## src/rtl/uart_fifo_pkg.sv

```systemverilog
// uart_fifo_pkg: shared constants for the FIFO-buffered UART.
// Holds the register addresses, the STATUS/CTRL bit positions and the
// frame state type used by both the transmit and receive FSMs.
package uart_fifo_pkg;

    // Register addresses on the 2-bit CPU address bus
    localparam logic [1:0] ADDR_DATA   = 2'd0;
    localparam logic [1:0] ADDR_STATUS = 2'd1;
    localparam logic [1:0] ADDR_CTRL   = 2'd2;
    localparam logic [1:0] ADDR_RSVD   = 2'd3;

    // STATUS bit positions
    localparam int ST_TX_FULL    = 7;
    localparam int ST_TX_IDLE    = 6;
    localparam int ST_RX_AVAIL   = 5;
    localparam int ST_RX_OVERRUN = 4;
    localparam int ST_FRAME_ERR  = 3;
    localparam int ST_PARITY_ERR = 2;

    // CTRL bit positions
    localparam int CT_TWO_STOP = 0;
    localparam int CT_PAR_EN   = 1;
    localparam int CT_PAR_ODD  = 2;

    typedef enum logic [2:0] {
        IDLE   = 3'd0,
        START  = 3'd1,
        DATA   = 3'd2,
        PARITY = 3'd3,
        STOP   = 3'd4
    } uart_state_t;

endpackage

```

## src/rtl/uart_fifo_sync_fifo.sv

```systemverilog
// uart_sync_fifo: single-clock first-word-fall-through FIFO.
// dout always shows the oldest entry while the FIFO is non-empty. A push
// on a full FIFO is accepted only when a pop happens in the same cycle.
module uart_sync_fifo #(
    parameter int WIDTH = 8,
    parameter int DEPTH = 4
) (
    input  logic             clk,
    input  logic             rst_n,
    input  logic             push,
    input  logic             pop,
    input  logic [WIDTH-1:0] din,
    output logic [WIDTH-1:0] dout,
    output logic             full,
    output logic             empty
);

    localparam int PTR_W = $clog2(DEPTH);
    localparam logic [PTR_W:0] FULL_CNT = (PTR_W + 1)'(DEPTH);

    logic [WIDTH-1:0] mem [DEPTH];
    logic [PTR_W-1:0] wr_ptr_reg;
    logic [PTR_W-1:0] rd_ptr_reg;
    logic [PTR_W:0]   count_reg;
    logic             do_push;
    logic             do_pop;

    assign empty   = (count_reg == '0);
    assign full    = (count_reg == FULL_CNT);
    assign do_pop  = pop && !empty;
    assign do_push = push && (!full || do_pop);
    assign dout    = mem[rd_ptr_reg];

    // Storage array: written on accepted pushes only, no reset needed
    always_ff @(posedge clk) begin
        if (do_push) begin
            mem[wr_ptr_reg] <= din;
        end
    end

    // Pointers wrap naturally; count tracks occupancy for full/empty
    always_ff @(posedge clk) begin
        if (!rst_n) begin
            wr_ptr_reg <= '0;
            rd_ptr_reg <= '0;
            count_reg  <= '0;
        end else begin
            if (do_push) begin
                wr_ptr_reg <= wr_ptr_reg + 1'b1;
            end
            if (do_pop) begin
                rd_ptr_reg <= rd_ptr_reg + 1'b1;
            end
            case ({do_push, do_pop})
                2'b10:   count_reg <= count_reg + 1'b1;
                2'b01:   count_reg <= count_reg - 1'b1;
                default: count_reg <= count_reg;
            endcase
        end
    end

endmodule

```

## src/rtl/uart_fifo.sv

```systemverilog
// uart_fifo: full-duplex UART with TX/RX FIFOs on a 4-register CPU bus.
// Optional parity support is compiled in with `define UART_FIFO_PARITY_EN;
// without it CTRL bits 1..2 stay 0, so the PARITY states are never entered
// and parity_err can never be raised.
module uart_fifo #(
    parameter int CLK_HZ    = 1152000,
    parameter int BAUD      = 115200,
    parameter int DATA_BITS = 8,
    parameter int TX_DEPTH  = 4,
    parameter int RX_DEPTH  = 4
) (
    input  logic       clk,
    input  logic       rst_n,
    input  logic       cs,
    input  logic       we,
    input  logic [1:0] addr,
    input  logic [7:0] dbw,
    output logic [7:0] dbr,
    output logic       tx,
    input  logic       rx
);
    import uart_fifo_pkg::*;

    localparam int BIT_CYC = CLK_HZ / BAUD;
    localparam int CNT_W   = $clog2(BIT_CYC);
    localparam int BIT_W   = $clog2(DATA_BITS);
    localparam logic [CNT_W-1:0] CNT_LAST = CNT_W'(BIT_CYC - 1);
    localparam logic [CNT_W-1:0] CNT_HALF = CNT_W'(BIT_CYC / 2 - 1);
    localparam logic [BIT_W-1:0] BIT_LAST = BIT_W'(DATA_BITS - 1);

    // ---------------- CPU bus decode ----------------
    logic rd_en, wr_en, tx_push, rx_pop, status_rd;
    assign rd_en     = cs && !we;
    assign wr_en     = cs && we;
    assign tx_push   = wr_en && (addr == ADDR_DATA);
    assign rx_pop    = rd_en && (addr == ADDR_DATA);
    assign status_rd = rd_en && (addr == ADDR_STATUS);

    logic [2:0] ctrl_reg;

    // CTRL register; parity bits only exist when parity is compiled in
    always_ff @(posedge clk) begin
        if (!rst_n) begin
            ctrl_reg <= '0;
        end else if (wr_en && (addr == ADDR_CTRL)) begin
            ctrl_reg[CT_TWO_STOP] <= dbw[CT_TWO_STOP];
`ifdef UART_FIFO_PARITY_EN
            ctrl_reg[CT_PAR_EN]   <= dbw[CT_PAR_EN];
            ctrl_reg[CT_PAR_ODD]  <= dbw[CT_PAR_ODD];
`else
            ctrl_reg[CT_PAR_ODD:CT_PAR_EN] <= 2'b00;
`endif
        end
    end

    // ---------------- FIFOs ----------------
    logic [DATA_BITS-1:0] tx_dout, rx_dout, rx_shift_reg;
    logic tx_full, tx_empty, tx_pop, rx_full, rx_empty, rx_done;

    uart_sync_fifo #(.WIDTH(DATA_BITS), .DEPTH(TX_DEPTH)) u_tx_fifo (
        .clk(clk), .rst_n(rst_n), .push(tx_push), .pop(tx_pop),
        .din(dbw[DATA_BITS-1:0]), .dout(tx_dout), .full(tx_full), .empty(tx_empty)
    );

    uart_sync_fifo #(.WIDTH(DATA_BITS), .DEPTH(RX_DEPTH)) u_rx_fifo (
        .clk(clk), .rst_n(rst_n), .push(rx_done), .pop(rx_pop),
        .din(rx_shift_reg), .dout(rx_dout), .full(rx_full), .empty(rx_empty)
    );

    // ---------------- Transmitter ----------------
    uart_state_t          tx_state_reg, tx_state_next;
    logic [CNT_W-1:0]     tx_cnt_reg, tx_cnt_next;
    logic [BIT_W-1:0]     tx_bit_reg, tx_bit_next;
    logic [DATA_BITS-1:0] tx_shift_reg, tx_shift_next;
    logic tx_par_reg, tx_par_next, tx_two_stop_reg, tx_two_stop_next;
    logic tx_par_en_reg, tx_par_en_next, tx_stop2_reg, tx_stop2_next;
    logic tx_reg, tx_next, tx_load, tx_bit_done;

    assign tx_bit_done = (tx_cnt_reg == CNT_LAST);

    // TX next-state: frame sequencing, FIFO pop and line level for the next cycle
    always_comb begin
        tx_state_next    = tx_state_reg;
        tx_cnt_next      = tx_cnt_reg + 1'b1;
        tx_bit_next      = tx_bit_reg;
        tx_shift_next    = tx_shift_reg;
        tx_par_next      = tx_par_reg;
        tx_two_stop_next = tx_two_stop_reg;
        tx_par_en_next   = tx_par_en_reg;
        tx_stop2_next    = tx_stop2_reg;
        tx_load          = 1'b0;
        tx_pop           = 1'b0;
        tx_next          = 1'b1;
        case (tx_state_reg)
            IDLE: begin
                tx_cnt_next = '0;
                tx_load     = !tx_empty;
            end
            START: if (tx_bit_done) begin
                tx_cnt_next   = '0;
                tx_bit_next   = '0;
                tx_state_next = DATA;
            end
            DATA: if (tx_bit_done) begin
                tx_cnt_next = '0;
                if (tx_bit_reg == BIT_LAST) begin
                    tx_state_next = tx_par_en_reg ? PARITY : STOP;
                    tx_stop2_next = 1'b0;
                end else begin
                    tx_bit_next   = tx_bit_reg + 1'b1;
                    tx_shift_next = tx_shift_reg >> 1;
                end
            end
            PARITY: if (tx_bit_done) begin
                tx_cnt_next   = '0;
                tx_state_next = STOP;
                tx_stop2_next = 1'b0;
            end
            STOP: if (tx_bit_done) begin
                tx_cnt_next = '0;
                if (tx_two_stop_reg && !tx_stop2_reg) begin
                    tx_stop2_next = 1'b1;
                end else if (!tx_empty) begin
                    tx_load = 1'b1;
                end else begin
                    tx_state_next = IDLE;
                end
            end
            default: tx_state_next = IDLE;
        endcase
        // Pop the next word into the shifter and latch CTRL for this frame
        if (tx_load) begin
            tx_pop           = 1'b1;
            tx_shift_next    = tx_dout;
            tx_par_next      = (^tx_dout) ^ ctrl_reg[CT_PAR_ODD];
            tx_two_stop_next = ctrl_reg[CT_TWO_STOP];
            tx_par_en_next   = ctrl_reg[CT_PAR_EN];
            tx_cnt_next      = '0;
            tx_state_next    = START;
        end
        case (tx_state_next)
            START:   tx_next = 1'b0;
            DATA:    tx_next = tx_shift_next[0];
            PARITY:  tx_next = tx_par_next;
            default: tx_next = 1'b1;
        endcase
    end

    // TX state register; the line output is registered to keep the pin glitch-free
    always_ff @(posedge clk) begin
        if (!rst_n) begin
            tx_state_reg    <= IDLE;
            tx_cnt_reg      <= '0;
            tx_bit_reg      <= '0;
            tx_shift_reg    <= '0;
            tx_par_reg      <= 1'b0;
            tx_two_stop_reg <= 1'b0;
            tx_par_en_reg   <= 1'b0;
            tx_stop2_reg    <= 1'b0;
            tx_reg          <= 1'b1;
        end else begin
            tx_state_reg    <= tx_state_next;
            tx_cnt_reg      <= tx_cnt_next;
            tx_bit_reg      <= tx_bit_next;
            tx_shift_reg    <= tx_shift_next;
            tx_par_reg      <= tx_par_next;
            tx_two_stop_reg <= tx_two_stop_next;
            tx_par_en_reg   <= tx_par_en_next;
            tx_stop2_reg    <= tx_stop2_next;
            tx_reg          <= tx_next;
        end
    end

    assign tx = tx_reg;

    // ---------------- Receiver ----------------
    logic rx_meta_reg, rx_sync_reg, rx_prev_reg;

    // Two-flop synchroniser plus one delayed copy for falling-edge detection
    always_ff @(posedge clk) begin
        if (!rst_n) begin
            rx_meta_reg <= 1'b1;
            rx_sync_reg <= 1'b1;
            rx_prev_reg <= 1'b1;
        end else begin
            rx_meta_reg <= rx;
            rx_sync_reg <= rx_meta_reg;
            rx_prev_reg <= rx_sync_reg;
        end
    end

    uart_state_t          rx_state_reg, rx_state_next;
    logic [CNT_W-1:0]     rx_cnt_reg, rx_cnt_next;
    logic [BIT_W-1:0]     rx_bit_reg, rx_bit_next;
    logic [DATA_BITS-1:0] rx_shift_next;
    logic rx_par_en_reg, rx_par_en_next, rx_par_odd_reg, rx_par_odd_next;
    logic rx_par_bad_reg, rx_par_bad_next, rx_bit_done, frame_evt;

    assign rx_bit_done = (rx_cnt_reg == CNT_LAST);

    // RX next-state: start validation at half a bit, then one sample per bit period
    always_comb begin
        rx_state_next   = rx_state_reg;
        rx_cnt_next     = rx_cnt_reg + 1'b1;
        rx_bit_next     = rx_bit_reg;
        rx_shift_next   = rx_shift_reg;
        rx_par_en_next  = rx_par_en_reg;
        rx_par_odd_next = rx_par_odd_reg;
        rx_par_bad_next = rx_par_bad_reg;
        rx_done         = 1'b0;
        frame_evt       = 1'b0;
        case (rx_state_reg)
            IDLE: begin
                rx_cnt_next = '0;
                if (rx_prev_reg && !rx_sync_reg) begin
                    rx_state_next   = START;
                    rx_par_en_next  = ctrl_reg[CT_PAR_EN];
                    rx_par_odd_next = ctrl_reg[CT_PAR_ODD];
                    rx_par_bad_next = 1'b0;
                end
            end
            START: if (rx_cnt_reg == CNT_HALF) begin
                rx_cnt_next   = '0;
                rx_bit_next   = '0;
                rx_state_next = rx_sync_reg ? IDLE : DATA;
            end
            DATA: if (rx_bit_done) begin
                rx_cnt_next   = '0;
                rx_shift_next = {rx_sync_reg, rx_shift_reg[DATA_BITS-1:1]};
                if (rx_bit_reg == BIT_LAST) begin
                    rx_state_next = rx_par_en_reg ? PARITY : STOP;
                end else begin
                    rx_bit_next = rx_bit_reg + 1'b1;
                end
            end
            PARITY: if (rx_bit_done) begin
                rx_cnt_next     = '0;
                rx_par_bad_next = rx_sync_reg ^ (^rx_shift_reg) ^ rx_par_odd_reg;
                rx_state_next   = STOP;
            end
            STOP: if (rx_bit_done) begin
                rx_cnt_next   = '0;
                rx_done       = 1'b1;
                frame_evt     = !rx_sync_reg;
                rx_state_next = IDLE;
            end
            default: rx_state_next = IDLE;
        endcase
    end

    // RX state register
    always_ff @(posedge clk) begin
        if (!rst_n) begin
            rx_state_reg   <= IDLE;
            rx_cnt_reg     <= '0;
            rx_bit_reg     <= '0;
            rx_shift_reg   <= '0;
            rx_par_en_reg  <= 1'b0;
            rx_par_odd_reg <= 1'b0;
            rx_par_bad_reg <= 1'b0;
        end else begin
            rx_state_reg   <= rx_state_next;
            rx_cnt_reg     <= rx_cnt_next;
            rx_bit_reg     <= rx_bit_next;
            rx_shift_reg   <= rx_shift_next;
            rx_par_en_reg  <= rx_par_en_next;
            rx_par_odd_reg <= rx_par_odd_next;
            rx_par_bad_reg <= rx_par_bad_next;
        end
    end

    // ---------------- Status flags and read port ----------------
    logic overrun_reg, frame_err_reg, parity_err_reg, overrun_evt, parity_evt;
    // A simultaneous CPU pop frees the slot, so that case is not an overrun
    assign overrun_evt = rx_done && rx_full && !rx_pop;
    assign parity_evt  = rx_done && rx_par_bad_reg;

    // Sticky error flags: cleared by a STATUS read unless re-raised that cycle
    always_ff @(posedge clk) begin
        if (!rst_n) begin
            overrun_reg    <= 1'b0;
            frame_err_reg  <= 1'b0;
            parity_err_reg <= 1'b0;
        end else begin
            overrun_reg    <= overrun_evt || (overrun_reg && !status_rd);
            frame_err_reg  <= frame_evt   || (frame_err_reg && !status_rd);
            parity_err_reg <= parity_evt  || (parity_err_reg && !status_rd);
        end
    end

    logic [7:0] rx_word, status_word, ctrl_word, dbr_reg, dbr_next;

    // Read mux; dbr returns to 0 on any cycle without a read
    always_comb begin
        rx_word                    = '0;
        rx_word[DATA_BITS-1:0]     = rx_dout;
        status_word                = '0;
        status_word[ST_TX_FULL]    = tx_full;
        status_word[ST_TX_IDLE]    = tx_empty && (tx_state_reg == IDLE);
        status_word[ST_RX_AVAIL]   = !rx_empty;
        status_word[ST_RX_OVERRUN] = overrun_reg;
        status_word[ST_FRAME_ERR]  = frame_err_reg;
        status_word[ST_PARITY_ERR] = parity_err_reg;
        ctrl_word                  = '0;
        ctrl_word[2:0]             = ctrl_reg;
        dbr_next                   = '0;
        if (rd_en) begin
            case (addr)
                ADDR_DATA:   dbr_next = rx_empty ? 8'h00 : rx_word;
                ADDR_STATUS: dbr_next = status_word;
                ADDR_CTRL:   dbr_next = ctrl_word;
                ADDR_RSVD:   dbr_next = 8'h00;
            endcase
        end
    end

    // Registered read data
    always_ff @(posedge clk) begin
        if (!rst_n) begin
            dbr_reg <= '0;
        end else begin
            dbr_reg <= dbr_next;
        end
    end

    assign dbr = dbr_reg;

endmodule

```

## config.mk

```make
export PLATFORM = sky130hd
export DESIGN_NAME = uart_fifo
export DESIGN_NICKNAME = d
export VERILOG_FILES = /design/src/rtl/uart_fifo_pkg.sv /design/src/rtl/uart_fifo_sync_fifo.sv /design/src/rtl/uart_fifo.sv
export SDC_FILE = /design/constraint.sdc
export NUM_CORES = 1
export LEC_CHECK = 0
export ABC_AREA = 1
export CAP_MARGIN = 30
export CORE_UTILIZATION = 40
export DETAILED_ROUTE_END_ITERATION = 16
export DONT_BUFFER_PORTS = 1
export PLACE_DENSITY = 0.65
export SLEW_MARGIN = 30
export SYNTH_ARGS = -nofsm -noshare
export SYNTH_HDL_FRONTEND = slang
export SYNTH_SLANG_ARGS = --single-unit
```

## constraint.sdc

```tcl
create_clock -name clk -period 2.4 [get_ports clk]
set_clock_uncertainty 0.1 [all_clocks]
set_input_delay 0.36 -clock clk [delete_from_list [all_inputs] [get_ports clk]]
set_output_delay 0.36 -clock clk [all_outputs]
set_load 0.01 [all_outputs]
```

==> results of run 1 <==
==> cells by family after synthesis <==
family	count (synthesis)	synth area share, %
fa+ha+maj	21	4.61
buf+inv	84	5.96
xor+xnor	12	1.74
simple gates	298	21.0
compound gates	110	10.3
flops	138	56.5
==> routing by layer <==
layer,up-vias,track usage [%],wire (microns)
met5,-,0,0
met4,0,7.04,225
met1,2061,20.5,5650
met2,88,26.3,5480
li1,2282,-,-
met3,20,4.64,563
==> through the flow <==
stage	util, %	area, sq um	worst slack, ns	power, mW
2_1_floorplan	-	6030	0.00700	3.82
3_3_place_gp	43.2	6330	0.0734	4.03
3_5_place_dp	43.2	6330	0.0301	4.09
4_1_cts	48.4	7090	0.0105	6.95
5_1_grt	48.7	7140	0.0114	7.33
6_report	48.7	7140	0.157	6.96
==> repair_timing <==
action / in CTS / in global routing
buffers inserted: 0 / 1
endpoints found under the hold margin: 52 / 2
setup endpoints to repair: 1 / 3
pin swaps: 0 / 4
hold buffers: 11 / 1
gates resized for setup: 1 / 10
==> cell usage in the layout, fill, tap and decap left out, types with 7 or more instances in the layout <==
cell type,n
buf_4,22
edfxtp_1,64
o21ai_0,45
nor2_1,79
clkbuf_16,17
nand2_1,154
inv_2,7
inv_1,61
dfxtp_1,72
nand2_2,10
xnor2_1,7
nand3_1,34
ha_1,18
o22ai_1,7
a31oi_1,7
dlygate4sd3_1,12
a21oi_1,35
==> cell type report <==
| cell class | instances | area, sq um | area share [%] |
|---|---|---|---|
| Sequential cell | 138 | 3410 | 47.7 |
| Multi-Input combinational cell | 441 | 2300 | 32.2 |
| Clock buffer | 17 | 425 | 5.96 |
| Timing Repair Buffer | 34 | 285 | 4.00 |
| Inverter | 70 | 270 | 3.79 |
| Tap cell | 184 | 230 | 3.23 |
| Clock inverter | 15 | 223 | 3.12 |
==> final timing paths <==
kind	endpoint	slack, ns	cells after the start
worst max register to register	u_tx_fifo.count_reg[2]$_SDFFE_PN0P_	0.16	16
worst min-delay path	frame_err_reg$_SDFF_PN0_	0.02	2
worst min register to register	rx_sync_reg$_SDFF_PN1_	0.31	1
worst max-delay path	u_tx_fifo.count_reg[2]$_SDFFE_PN0P_	0.16	16
==> worst max-delay path: cells and delay by family, from the launching register on <==
| kind | cells | cell delay (ns) |
|---|---|---|
| adder cells (fa/ha/maj) | 3 | 0.68 |
| AO/OA/AOI/OAI | 5 | 0.46 |
| AND/OR/NAND/NOR | 6 | 0.45 |
| flip-flops | 1 | 0.34 |
| buffers and inverters | 2 | 0.09 |
==> report_power, final <==
part	internal, mW	switching (mW)	total [mW]
clock network	1.84	0.984	2.83
registers	2.61	0.0990	2.71
logic	0.498	0.931	1.43
total	4.95	2.01	6.96
==> summary.md, run 1 <==
| Metric | Value |
|---|---|
| Status | finished, violations left |
| Failing checks | DRC |
| Residual DRC | 4 |
| CTS max path bufs | 2 |
| Vias in the first global route | approximately 4300 |
| Routed Antenna Nets | 0 |
| Worst Setup End Kind | flop |
| Distinct cells, synth | 36 |
| DR vias/cell | a little under 5 |
| Post-DP HPWL | around 8000 microns |
| Chip Height | about 120 microns |
| Post-synth top area share | 31.9% |
| Worst EP required | 2.61 ns |
| DR iter-0 viols | between 300 and 400 |
| # fillers | around 1300 |
| Hold Startpoint | rst_n |
| Nets | around 740 |
| PortBufs | 0 |
| Reg-to-Reg Start | tx_cnt_reg[1]$_SDFF_PP0_ |
| Syn_nets | 699 |
| CTS Buf Count | 17 |
| CP Cell Sequence | inv_1 -> ha_1 -> nand2_2 -> nor2_4 -> nand2_1 -> o21ai_2 -> nand2_2 -> nand2_2 -> nand3_4 -> ha_4 -> inv_2 -> fa_2 -> a21oi_2 -> o21ai_2 -> o21ai_1 -> a21oi_1 |
| Unrepaired setup endpoints after global routing | no |
| First-pass GRT wire length | approximately 20000 microns |
| Clock Tree Root | clkbuf_16 |
| Setup Viol. Count Final | 0 |
| Clock-pin transition on the worst setup and hold timing paths | ~0.060 ns |
| Remaining global-route overflow | 0 |
| Crit-path slowest cell | fa_2 |
| Area grow syn2layout | 18.4% |
| Post-synth EDFFs | 64 |
| Die Area | approximately 16000 sq um |
| Initial antenna violation count | 0 |
| Initial core utilization | between 40% and 50% |
| Post-synthesis async set-or-reset flop share | 0% |
| Registers with the most flip-flops | u_rx_fifo.mem x32, u_tx_fifo.mem x32 |
| Cell taking the most area after synthesis | edfxtp_1 |
| Syn. warnings | 0 |
| CP most frequent cell | nand2_2 |
| Synth top cells by count | nand2_1, nor2_1, dfxtp_1, edfxtp_1, inv_1 |
| Tcrit/Tclk final | approximately 93% |
| Sequential cell area fraction in the yosys report | between 50% and 60% |
| Largest net degree at the start of global routing | 32 |
| Sink Count | between 100 and 150 |
| Fin. max-slew vios | 0 |
| Final hold vios | 0 |
| N_diodes | 0 |
| Tightest Pin Transition | between 0.7 and 0.8 ns |
| Pwr dens | between 900 and 1000 nW/um^2 |
| DRT Wirelength | between 10000 and 15000 microns |
| P_leak | just under 3 nW |
| Most common cell in the netlist | nand2_1 |
| Avg WL per Cell | between 10 and 15 microns |
| Crit path kind | reg2reg |
| IO Pins | 24 |
| #FFs+latches synth | about 140 |
| Final Critical Period | approximately 2.2 ns |
| Startpoint types | flop |
| Site Rows | 44 |
| Critical path peak fanout | 3 |
| Drt first pass iters | 11 |
| CP arrival | approximately 2.5 ns |
| Setup TNS Final | 0 ns |
| Top_reg_cell synth | dfxtp_1 |
| Via Count | roughly 4500 |
| Die Wd | around 120 microns |
| Avg Cell Area, Syn | 9.09 sq um |
| Fraction of layout cells with a size suffix above 1 | 13.3% |
| Worst hold path class | in2reg |
| CTS tree | done |
| H-tree depth | 4 |
| Max-Cap Viols | 0 |
| Core area | approximately 15000 sq um |
| Slowest stage delay, CP | about 0.37 ns |
| Post-Layout Cell Count | roughly 900 |
| Synth Cell Area | around 6000 sq um |
| Placed cell count | 854 |
| GP Congestion | between 0.7 and 0.8 |
| Worst vdd rail ir drop | approximately 450 uV |
| Later-pin clock latency in the skew report | around 0.42 ns |
| Top post-synthesis cells by area | edfxtp_1, dfxtp_1, nand2_1 |
| Crit path from | tx_cnt_reg[1]$_SDFF_PP0_ |
| Fin Hold WS | roughly 0.016 ns |
| Cells after Synth | roughly 660 |
| Fmax | 446 MHz |
| Slew headroom | slightly below 50% |
| Gr usage total | between 10% and 20% |
Note: power is estimated with default switching activity, not from simulation.
==> run 2: changes to the inputs <==
Settings changed: ABC_AREA 1 to unset.
==> run 2 against run 1 <==
  * The flow now finishes without violations
  * Synthesized cell count decreased by 28%
  * First-iteration DRC count shrank 20%
  * Sequential cell count did not move
  * Global-route usage is 0.067 points higher
  * Combinational power decreased by 21%
  * Cell area decreased by 4.1%
  * Setup slack lost 0.12 ns
  * Via count shrank 17%
  * Routed wire length fell by 7.0%
  * Final cell count shrank 21%
  * Utilization is 0.19 points higher
  * Critical path depth shrank 4
==> summary.md, run 2 <==
| Metric | Value |
|---|---|
| Xor/xnor cell area share of the yosys netlist | 4.17% (+2.4 points) |
| Commonest non-fill, non-tap cell in the layout | dfxtp_1 |
| N_diodes | 0 (unchanged) |
| Setup Viol. Count Final | 0 (unchanged) |
| #FFs+latches synth | 138 (unchanged) |
| IO Pins | 24 (unchanged) |
| Chip Height | 122 microns (-2.0%) |
| Sequential cell area fraction in the yosys report | 58.8% (+2.4 points) |
| Vias in the first global route | 3613 (-15%) |
| Remaining global-route overflow | 0 (unchanged) |
| Setup TNS Final | 0 ns (unchanged) |
| Later-pin clock latency in the skew report | 0.42 ns (about the same) |
| CTS tree | done |
| Tcrit/Tclk final | 98.4% (+4.9 points) |
| Final design utilization | 48.9% (+0.19 points) |
| Final Critical Period | 2.36 ns (+0.118 ns) |
| DRT Wirelength | 11100 microns (-7.0%) |
| Critical path peak fanout | 4 (+1) |
| Mux contribution to synthesized area | 6.58% (+6.6 points) |
| Die Wd | 122 microns (-2.0%) |
| Distinct cells, synth | 55 (+53%) |
| Fmax | 424 MHz (-5.0%) |
| Via Count | 3696 (-17%) |
| P_leak | 2.38 nW (-18%) |
| Worst EP required | 2.65 ns (+0.04 ns) |
| Most common cell in the netlist | dfxtp_1 |
| Most frequent cells in the layout | dfxtp_1, edfxtp_1, nor2_1 |
| Clock Tree Root | clkbuf_16 |
| Registers with the most flip-flops | u_rx_fifo.mem x32, u_tx_fifo.mem x32 |
| Syn. warnings | 0 (unchanged) |
| Sink Count | 138 (unchanged) |
| Core area | 14000 sq um (-4.5%) |
| CP Cell Sequence | inv_2 -> ha_4 -> nand3b_4 -> o21ai_4 -> o311ai_4 -> inv_2 -> ha_4 -> inv_2 -> fa_2 -> xor2_1 -> or3_1 -> a21oi_2 |
| Initial core utilization | 41.4% (+0.19 points) |
| Routed Antenna Nets | 0 (unchanged) |
| CTS Buf Count | 17 (unchanged) |
| # fillers | 1184 (-10%) |
| CP most frequent cell | inv_2 |
| Clock-pin transition on the worst setup and hold timing paths | 0.05 ns (about the same) |
| Post-place instance area | 6120 sq um (-3.2%) |
| Site Rows | 43 (-2.3%) |
| Synth top cells by count | dfxtp_1, edfxtp_1, nor2_1, nand2_1, a21oi_1 |
| H-tree depth | 4 (unchanged) |
| Fin Hold WS | 0.0298 ns (+0.0137 ns) |
| First-pass GRT wire length | 18000 microns (-9.8%) |
| Worst vdd rail ir drop | 511 uV (+14%) |
| Slew headroom | 59.2% (+10 points) |
| DR iter-0 viols | 241 (-20%) |
| CP arrival | 2.61 ns (+0.16 ns) |
| Syn_nets | 515 (-26%) |
| Post-synthesis async set-or-reset flop share | 0% (unchanged) |
| Unrepaired setup endpoints after global routing | yes |
| Die Area | 14900 sq um (-4.0%) |
| Adder-Cell Fraction of Synth Area | 4.98% (+0.37 points) |
| Pwr dens | 918 nW/um^2 (-5.9%) |
| Post-synthesis compound-gate area fraction | 8.54% (-1.7 points) |
| Cell taking the most area after synthesis | edfxtp_1 |
| Gr usage total | 16.4% (+0.067 points) |
| Post-DP HPWL | 7450 microns (-7.3%) |
| Synth Area in Simple Gates | 13.9% (-7.1 points) |
| Top post-synthesis cells by area | edfxtp_1, dfxtp_1, mux4_2 |
| Fin. max-slew vios | 0 (unchanged) |
| DR vias/cell | 5.23 (+5.6%) |
| Nets | 550 (-25%) |
| Avg WL per Cell | 15.7 microns (+18%) |
| Top_reg_cell synth | dfxtp_1 |
| Slowest stage delay, CP | 0.35 ns (-0.02 ns) |
| Crit path kind | reg2reg |
| Crit-path slowest cell | fa_2 |
| Combinational family with the most area after synthesis | simple AND/OR/NAND/NOR gates |
| Post-synth EDFFs | 64 (unchanged) |
| Final hold vios | 0 (unchanged) |
| Status | finished clean |
| Post-route cell area | 6840 sq um (-4.1%) |
| Cells after Synth | 479 (-28%) |
| Drt first pass iters | 5 (-6) |
| Worst hold path class | in2reg |
| Tightest Pin Transition | 0.608 ns (-0.153 ns) |
| Worst Setup End Kind | flop |
| Max-Cap Viols | 0 (unchanged) |
| GP Congestion | 0.797 (+2.7%) |
| Startpoint types | flop |
| Synth Cell Area | 5780 sq um (-4.0%) |
| Area grow syn2layout | 18.3% (about the same) |
| Avg Cell Area, Syn | 12.1 sq um (+33%) |
| Residual DRC | 0 (-4) |
| Post-synth top area share | 33.2% (+1.3 points) |
| Pwr Total | 6.28 mW (-9.8%) |
| Largest net degree at the start of global routing | 32 (unchanged) |
| CTS max path bufs | 2 (unchanged) |
| Initial antenna violation count | 0 (unchanged) |
| Fraction of layout cells with a size suffix above 1 | 17.3% (+4.0 points) |
| PortBufs | 0 (unchanged) |
[run 2: cell types whose count changed after synthesis, sizes merged, moves of 16 or more]
cell   change
nand2    -129
inv       -47
nor2      -39
o21ai     -36
nand3     -17
mux4      +16
[run 2: critical path: cells and delay by family, from the launching register on]
kind                       cells  cell delay [ns]
and+or+nand+nor                2             0.41
xor gates and xnor gates       1             0.17
adders and majority gates      3             0.63
buffers and inverters          3             0.22
DFF                            1             0.33
AOI/OAI and AO/OA              3             0.46
[run 2: final cells by class]
| class | count | area, sq um | share of cell area (%) |
|---|---|---|---|
| Timing Repair Buffer | 34 | 285 | 4.17 |
| Inverter | 23 | 86.3 | 1.26 |
| Multi-Input combinational cell | 300 | 2280 | 33.3 |
| Clock buffer | 29 | 520 | 7.61 |
| Sequential cell | 138 | 3410 | 49.8 |
| Tap cell | 180 | 225 | 3.29 |
| Clock inverter | 3 | 42.5 | 0.622 |
[run 2: path summary, 6_finish.rpt]
path / from / to / slack, ns / cells after the start
worst max-delay path: tx_cnt_reg[1]$_SDFF_PP0_ / u_tx_fifo.count_reg[2]$_SDFFE_PN0P_ / 0.04 / 12
worst min-delay path: addr[0] / dbr[5]$_SDFF_PN0_ / 0.03 / 2
worst max register to register: tx_cnt_reg[1]$_SDFF_PP0_ / u_tx_fifo.count_reg[2]$_SDFFE_PN0P_ / 0.04 / 12
worst min register to register: rx_meta_reg$_SDFF_PN1_ / rx_sync_reg$_SDFF_PN1_ / 0.31 / 1
[run 2: per-layer routing]
metal  share of wire, %  vias to the layer above  GRT usage (%)
met5                  0                        -              0
met4               0.89                        0           6.63
met3                4.6                        8           5.81
met2                 47                       69           25.3
met1                 47                     1822           21.0
li1                   -                     1797              -
[run 2: cells by family after synthesis]
kind of cell    Yosys count
flops                   138
mux                      18
buf+inv                  41
xor+xnor                 26
simple gates            158
compound gates           76
fa+ha+maj                22
[run 2: timing repair]
action,4_1_cts,5_1_grt
setup endpoints to repair,1,2
setup buffers,0,2
pin swaps,0,2
gates resized for setup,1,6
hold buffers,12,0
endpoints found under the hold margin,41,0
[run 2: stage by stage]
| stage | worst slack [ns] | cells |
|---|---|---|
| after floorplan | -0.0154 | 479 |
| after global placement | 0.0692 | 661 |
| after detailed placement | -0.0129 | 661 |
| after CTS | 0.0116 | 705 |
| after global routing | -0.0510 | 707 |
| final | 0.0395 | 707 |
[run 2: report_power, final]
group / internal, mW / total [mW] / switching, mW / leakage [nW]
Clock: 1.56 / 2.46 / 0.898 / 0.272
Sequential: 2.60 / 2.69 / 0.0915 / 1.19
Combinational: 0.537 / 1.13 / 0.596 / 0.921
Total: 4.70 / 6.28 / 1.59 / 2.38
==> run 3: changes to the inputs <==
Settings changed: CORE_ASPECT_RATIO set to 1.75, CTS_CLUSTER_SIZE set to 40.
==> run 3 against run 2 <==
  * Highest routed layer unchanged
  * Die area grew 0.13%
  * Register-to-register slack lost 0.03 ns
  * Largest cell class unchanged
  * First-iteration DRC count shrank 42%
  * Setup slack lost 0.029 ns
  * Sequential share of layout area decreased by 0.064 points
  * Routed wire length increased by 5.5%
==> summary.md, run 3 (synthesis gave the netlist of run 2 again) <==
| Metric | Value |
|---|---|
| DR vias/cell | 5.32 (+1.8%) |
| # fillers | 1274 (+7.6%) |
| Core area | 14000 sq um (about the same) |
| Max-Cap Viols | 0 (unchanged) |
| N_diodes | 0 (unchanged) |
| Startpoint types | flop |
| Initial core utilization | 41.4% (about the same) |
| Drt first pass iters | 4 (-1) |
| Fraction of layout cells with a size suffix above 1 | 18.3% (+0.98 points) |
| Multi-input gate area | 2270 sq um (about the same) |
| CP most frequent cell | inv_2 |
| Status | finished clean |
| Metal2 WL | 6600 microns (+26%) |
| First-pass GRT wire length | 19200 microns (+6.9%) |
| Avg WL per Cell | 16.6 microns (+6.1%) |
| Critical path peak fanout | 4 (unchanged) |
| Most frequent cells in the layout | dfxtp_1, edfxtp_1, nor2_1 |
| CP arrival | 2.62 ns (about the same) |
| Residual DRC | 0 (unchanged) |
| Remaining global-route overflow | 0 (unchanged) |
| Post-route cell area | 6850 sq um (+0.13%) |
| Die Wd | 92.9 microns (-24%) |
| H-tree depth | 4 (unchanged) |
| CTS tree | done |
| Crit path kind | reg2reg |
| Final Worst Setup Slack | 0.0103 ns (-0.0292 ns) |
| Slew headroom | 58.4% (-0.73 points) |
| Vias in the first global route | 3971 (+9.9%) |
| Clock-pin transition on the worst setup and hold timing paths | 0.06 ns (about the same) |
| IO Pins | 24 (unchanged) |
| Worst Setup End Kind | flop |
| Initial antenna violation count | 0 (unchanged) |
| Highest metal layer with signal wires | met4 |
| M1 WL | 4310 microns (-18%) |
| Nets | 549 (-0.18%) |
| CP Cell Sequence | inv_2 -> ha_4 -> nand3b_4 -> o21ai_4 -> o311ai_4 -> inv_2 -> ha_4 -> inv_2 -> fa_2 -> xor2_1 -> or3_1 -> a21oi_1 |
| Site Rows | 57 (+33%) |
| Register Area | 3410 sq um (unchanged) |
| Fmax | 418 MHz (-1.2%) |
| Hold Startpoint | dbw[0] |
| Pwr dens | 935 nW/um^2 (+1.8%) |
| Slowest stage delay, CP | 0.34 ns (about the same) |
| Worst vdd rail ir drop | 696 uV (+36%) |
| Met3 Routed Length | 389 microns (-24%) |
| Largest net degree at the start of global routing | 28 (-13%) |
| CTS Buf Count | 17 (unchanged) |
| Post-place instance area | 6110 sq um (-0.18%) |
| Later-pin clock latency in the skew report | 0.41 ns (about the same) |
| CTS max path bufs | 2 (unchanged) |
| Post-DP HPWL | 8030 microns (+7.8%) |
| Dpl ws | -0.0489 ns (-0.0359 ns) |
| Area grow syn2layout | 18.5% |
| Final design utilization | 49.0% (+0.098 points) |
| P_leak | 2.38 nW (about the same) |
| Tightest Pin Transition | 0.622 ns (+0.0142 ns) |
| Die Area | 15000 sq um (+0.13%) |
| Chip Height | 161 microns (+32%) |
| GP Congestion | 0.801 (+0.49%) |
| PortBufs | 0 (unchanged) |
| Routed Antenna Nets | 0 (unchanged) |
| Registers with the most flip-flops | u_rx_fifo.mem x32, u_tx_fifo.mem x32 |
| Final Critical Period | 2.39 ns (+0.0292 ns) |
| Reg-to-Reg Start | tx_cnt_reg[1]$_SDFF_PP0_ |
| Via Count | 3740 (+1.2%) |
| Clock Tree Root | clkbuf_16 |
| DRT Wirelength | 11700 microns (+5.5%) |
| Unrepaired setup endpoints after global routing | yes |
| Worst hold path class | in2reg |
| Tcrit/Tclk final | 99.6% (+1.2 points) |
| Sink Count | 138 (unchanged) |
| Final hold vios | 0 (unchanged) |
| Gr usage total | 16.9% (+0.49 points) |
| Crit path from | tx_cnt_reg[1]$_SDFF_PP0_ |
| Crit-path slowest cell | fa_2 |
| DR iter-0 viols | 139 (-42%) |
| Fin. max-slew vios | 0 (unchanged) |
| Worst EP required | 2.63 ns (-0.02 ns) |
| Setup Viol. Count Final | 0 (unchanged) |
| Commonest non-fill, non-tap cell in the layout | dfxtp_1 |
## run 3: final cells by class
cell class,instances,area share (%)
well taps,177,3.23
clock inverters,15,2.32
flip-flops and latches,138,49.7
clock buffers,17,6.21
multi-input cells,300,33.2
inverters,23,1.26
repair buffers,33,4.05
## run 3: routing by layer
layer / track usage [%] / vias up
met5: 0 / -
met4: 8.39 / 0
met3: 3.86 / 26
met2: 31.9 / 70
met1: 16.9 / 1849
li1: - / 1795
## run 3: per-stage QoR
| step | power, mW | hold WS, ns | TNS (ns) | cells |
|---|---|---|---|---|
| after detailed placement | 3.84 | 0.304 | -0.0489 | 657 |
| after CTS | 6.42 | 0.00570 | 0 | 701 |
| after global routing | 6.68 | 0.0255 | -0.172 | 703 |
| final | 6.40 | 0.0203 | 0 | 703 |
| after global placement | 3.80 | 0.303 | 0 | 657 |
| after floorplan | 3.58 | 0.286 | -0.0154 | 479 |
## run 3: critical path: cells and delay by family, from the launching register on
family | cells | cell delay, ns
AOI/OAI and AO/OA | 3 | 0.48
xor gates and xnor gates | 1 | 0.17
DFF | 1 | 0.33
and+or+nand+nor | 2 | 0.40
adders and majority gates | 3 | 0.61
buffers and inverters | 3 | 0.22
## run 3: timing repair
action,4_1_cts,5_1_grt
endpoints found under the hold margin,40,0
hold buffers,12,0
endpoints found under the setup margin,2,2
buffers inserted,0,2
pin swaps,0,2
resized for setup,3,4
## run 3: path summary, 6_finish.rpt
| check | cells past startpoint | slack [ns] | end |
|---|---|---|---|
| min reg2reg | 1 | 0.32 | rx_sync_reg$_SDFF_PN1_ |
| min | 2 | 0.02 | ctrl_reg[0]$_SDFFE_PN0P_ |
| max | 12 | 0.01 | u_tx_fifo.count_reg[2]$_SDFFE_PN0P_ |
| max reg2reg | 12 | 0.01 | u_tx_fifo.count_reg[2]$_SDFFE_PN0P_ |
## run 3: where the power goes
part	internal (mW)	switching, mW	leakage (nW)
clock	1.47	1.08	0.277
sequential	2.59	0.104	1.19
combinational	0.558	0.604	0.915
total	4.62	1.79	2.38
